## src/rtl/sipo_shift_reg.sv

```systemverilog
// Serial-in, parallel-out word assembler: collects WIDTH qualified bits MSB first
// and presents each completed word with a one-cycle valid strobe. Option macro: SIPO_PARITY_EN.
module sipo_shift_reg #(
    parameter int WIDTH = 8
) (
    input  logic             clk,
    input  logic             rst,
    input  logic             d,
    input  logic             en,
    input  logic             clr,
    output logic [WIDTH-1:0] q,
    output logic             valid,
    output logic             busy
`ifdef SIPO_PARITY_EN
    ,
    output logic             parity_err
`endif
);

`ifdef SIPO_PARITY_EN
    localparam int N = WIDTH + 1;
`else
    localparam int N = WIDTH;
`endif
    localparam int CW = (N > 1) ? $clog2(N) : 1;
    localparam logic [CW-1:0] CNT_LAST = CW'(N - 1);

    logic [WIDTH-1:0] sr_reg;
    logic [WIDTH-1:0] sr_shift;
    logic [WIDTH-1:0] word_next;
    logic [CW-1:0]    cnt_reg;
    logic [WIDTH-1:0] q_reg;
    logic             valid_reg;
    logic             last_bit;

    assign sr_shift = {sr_reg[WIDTH-2:0], d};
    assign last_bit = (cnt_reg == CNT_LAST);

`ifdef SIPO_PARITY_EN
    // The final qualified bit is parity only, so the word is already complete in sr.
    assign word_next = sr_reg;
`else
    assign word_next = sr_shift;
`endif

    always_ff @(posedge clk) begin
        if (rst) begin
            sr_reg    <= '0;
            cnt_reg   <= '0;
            q_reg     <= '0;
            valid_reg <= 1'b0;
        end else if (clr) begin
            sr_reg    <= '0;
            cnt_reg   <= '0;
            valid_reg <= 1'b0;
        end else if (en) begin
            if (last_bit) begin
                q_reg     <= word_next;
                sr_reg    <= '0;
                cnt_reg   <= '0;
                valid_reg <= 1'b1;
            end else begin
                sr_reg    <= sr_shift;
                cnt_reg   <= cnt_reg + CW'(1);
                valid_reg <= 1'b0;
            end
        end else begin
            valid_reg <= 1'b0;
        end
    end

`ifdef SIPO_PARITY_EN
    logic parity_err_reg;

    // Even parity: the word plus its parity bit must XOR to zero; clr leaves the flag alone.
    always_ff @(posedge clk) begin
        if (rst) begin
            parity_err_reg <= 1'b0;
        end else if (!clr && en && last_bit) begin
            parity_err_reg <= ^{sr_reg, d};
        end
    end

    assign parity_err = parity_err_reg;
`endif

    assign q     = q_reg;
    assign valid = valid_reg;
    assign busy  = (cnt_reg != '0);

endmodule

```

## config.mk

```make
export PLATFORM = sky130hd
export DESIGN_NAME = sipo_shift_reg
export DESIGN_NICKNAME = d
export VERILOG_FILES = /design/src/rtl/sipo_shift_reg.sv
export SDC_FILE = /design/constraint.sdc
export NUM_CORES = 1
export LEC_CHECK = 0
export CAP_MARGIN = 20
export CORE_MARGIN = 3
export CORE_UTILIZATION = 50
export DETAILED_ROUTE_END_ITERATION = 12
export GPL_TIMING_DRIVEN = 0
export HOLD_SLACK_MARGIN = 0.08
export PLACE_DENSITY = 0.78
export SKIP_CTS_REPAIR_TIMING = 1
export SLEW_MARGIN = 10
export SYNTH_ARGS = -nofsm -noshare
export SYNTH_HDL_FRONTEND = slang
export SYNTH_SLANG_ARGS = --single-unit
```

## constraint.sdc

```tcl
create_clock -name clk -period 1.6 [get_ports clk]
set_clock_uncertainty 0.1 [all_clocks]
set_input_delay 0.32 -clock clk [delete_from_list [all_inputs] [get_ports clk]]
set_output_delay 0.32 -clock clk [all_outputs]
set_load 0.01 [all_outputs]
```

==> results.sh <==
export IMPL_num_io_pins=15
export IMPL_ant_nets=0
export IMPL_clockRootBuffer="clkbuf_4"
export IMPL_r2r_start="cnt_reg[0]"
export IMPL_syn_area_um2=852
export IMPL_dieArea_um2=2240
export IMPL_drcViolationCount=0
export IMPL_slew_viol_final=0
export IMPL_path_max_fanout=4
export IMPL_cts_tree="built"
export IMPL_clock_path_buffers=2
export IMPL_whs_ps=377
export IMPL_wl_per_cell_um=12.2
export IMPL_cts_htree_levels=1
export IMPL_fmax_mhz=656
export IMPL_initial_core_util_pct=54.7
export IMPL_coreArea_um2=1560
export IMPL_holdCritPathClass="register to register"
export IMPL_syn_avg_cell_area_um2=9.91
export IMPL_grt_total_usage_pct=16.6
export IMPL_yosys_warnings=0
export IMPL_cts_sinks=19
export IMPL_min_period_ps=1520
export IMPL_num_antenna_cells=0
export IMPL_drive_gt1_share_pct=10.6
export IMPL_peakVddDrop_v=0.000837
export IMPL_rows=14
export IMPL_cts_buffers=3
export IMPL_place_inst=116
export IMPL_crit_type="register to output port"
export IMPL_fin_util_pct=68.5
export IMPL_port_buffer_count=14
export IMPL_post_route_period_util_pct=95.3
export IMPL_p_per_area_nw_per_um2=728
export IMPL_grt_antenna_before_repair=0
export IMPL_layout_nets=113
export IMPL_drv_cap=0
export IMPL_grt_max_degree=12
export IMPL_yosys_area_top_type="dfxtp_1"
export IMPL_synthTopCellsByArea="dfxtp_1, nand2b_1, mux2i_1"
export IMPL_insertion_delay_ps=300
export IMPL_grt_pass1_wl_mm=2.57
export IMPL_die_x_um=47.3
export IMPL_die_h_um=47.3
export IMPL_rsz0062_at_grt="false"
export IMPL_syn_nets=94
export IMPL_cp_endpoint="busy"
export IMPL_rr_endpoint="q[6]"
export IMPL_vias_per_cell=5.07
export IMPL_area_growth_syn_to_layout_pct=25.4
export IMPL_clk_pin_slew_worst_paths_ps=110
export IMPL_syn_inst=86
export IMPL_outcome="finished clean"
export IMPL_n_fill_cell=124
export IMPL_drt_iter0_drc=5
export IMPL_synth_seq_cells=19
export IMPL_crit_arrival_ps=1100
export IMPL_dp_hpwl_mm=1.03
export IMPL_largest_register_ffs=8
export IMPL_yosysTopAreaCellShare_pct=44.6
export IMPL_slew_headroom_pct=79.5
export IMPL_reg2reg_depth=5
export IMPL_startpoint_type="register"
export IMPL_p_leak_nw=0.542
export IMPL_rrSetupSlack_ps=130
export IMPL_grt_pass1_vias=572
export IMPL_crit_path_end_kind="output port"
export IMPL_hold_viol=0
export IMPL_required_ps=1180
export IMPL_drt_pass1_iterations=5
export IMPL_routabilityCongestion=0.727
export IMPL_setup_viol=0
export IMPL_tightest_slew_ps=307
export IMPL_overflow=0
export IMPL_via_count=608
export IMPL_synth_distinct_cells=17
export IMPL_yosysSeqAreaShare_pct=44.6
export IMPL_final_cells=120
export IMPL_totalWireLength_mm=1.47
export IMPL_crit_path_start="cnt_reg[0]"
-- metrics by stage --
step	TNS (ps)	area [um^2]	worst slack [ps]	total power, W
after floorplan	0	852	228	0.000521
after global placement	-159	1010	-23.7	0.000542
after detailed placement	-316	1010	-58.6	0.000543
after CTS	-460	1040	-366	0.000788
after global routing	0	1070	16.7	0.000811
final	0	1070	75.3	0.000778
-- how the worst min path moves through the flow --
| stage | startpoint | end | depth (start not counted) |
|---|---|---|---|
| 2_1_floorplan | sr_reg[6] | sr_reg[6] | 2 |
| 3_3_place_gp | sr_reg[6] | sr_reg[6] | 2 |
| 3_5_place_dp | q[4] | q[4] | 2 |
| 4_1_cts | q[3] | q[3] | 2 |
| 5_1_grt | q[3] | q[3] | 2 |
| 6_report | q[3] | q[3] | 2 |
-- power breakdown --
part / leakage, nW / total (W) / switching [W] / internal, W
Clock: 0.0177 / 0.000247 / 0.000154 / 0.0000932
Combinational: 0.370 / 0.0000532 / 0.0000229 / 0.0000303
Sequential: 0.154 / 0.000478 / 0.00000237 / 0.000476
Total: 0.542 / 0.000778 / 0.000179 / 0.000599
-- per-layer routing --
layer / global-route usage, % / up-vias / wire (um) / part of all wire (%)
li1: - / 317 / - / -
met1: 20.2 / 275 / 682 / 47
met2: 27.3 / 14 / 684 / 47
met3: 6.90 / 2 / 86 / 5.9
met4: 3.31 / 0 / 12 / 0.82
met5: 0 / - / 0 / 0
-- worst max-delay path, cell delays in order (launching register included) --
cell,delay [ps]
dfxtp_2,370
inv_1,50
ha_1,180
nand2b_1,60
dlymetal6s2s_1,150
-- synth_stat cells --
library cell / number
buf_4: 2
a21oi_1: 7
ha_1: 3
nor2_1: 3
nand3b_1: 7
buf_6: 1
and3b_1: 1
nand2b_1: 25
buf_2: 1
mux2i_1: 10
or2_1: 1
clkbuf_1: 1
a21oi_2: 1
inv_1: 2
nand2_1: 1
dfxtp_1: 19
or3b_1: 1
-- cells in the final DEF (no fill, tap or decap), drive strengths merged --
cell type,instances
nand2b,25
dfxtp,19
mux2i,10
dlymetal6s2s,10
a21oi,8
nand3b,7
clkdlybuf4s50,4
clkbuf,4
buf,4
nor2,3
ha,3
inv,2
or2,1
or3b,1
and3b,1
nand2,1
clkinv,1
-- layout make-up --
type                    instances  area [um^2]  area share [%]
plain buffers                   5         35.0            3.28
clock buffers                   3         22.5            2.11
clock inverters                 1         5.00           0.468
inverters                       2         7.51           0.703
multi-input cells              60          432            40.4
flip-flops and latches         19          382            35.7
well taps                      16         20.0            1.87
repair buffers                 14          165            15.5
-- kinds of logic after synthesis --
kind of cell	Yosys count	share of synthesized area (%)
compound gates	8	5.14
fa+ha+maj	3	4.41
buf+inv	7	4.99
flops	19	44.6
mux	10	11.7
simple gates	39	29.1
(Power assumes the default switching activity.)
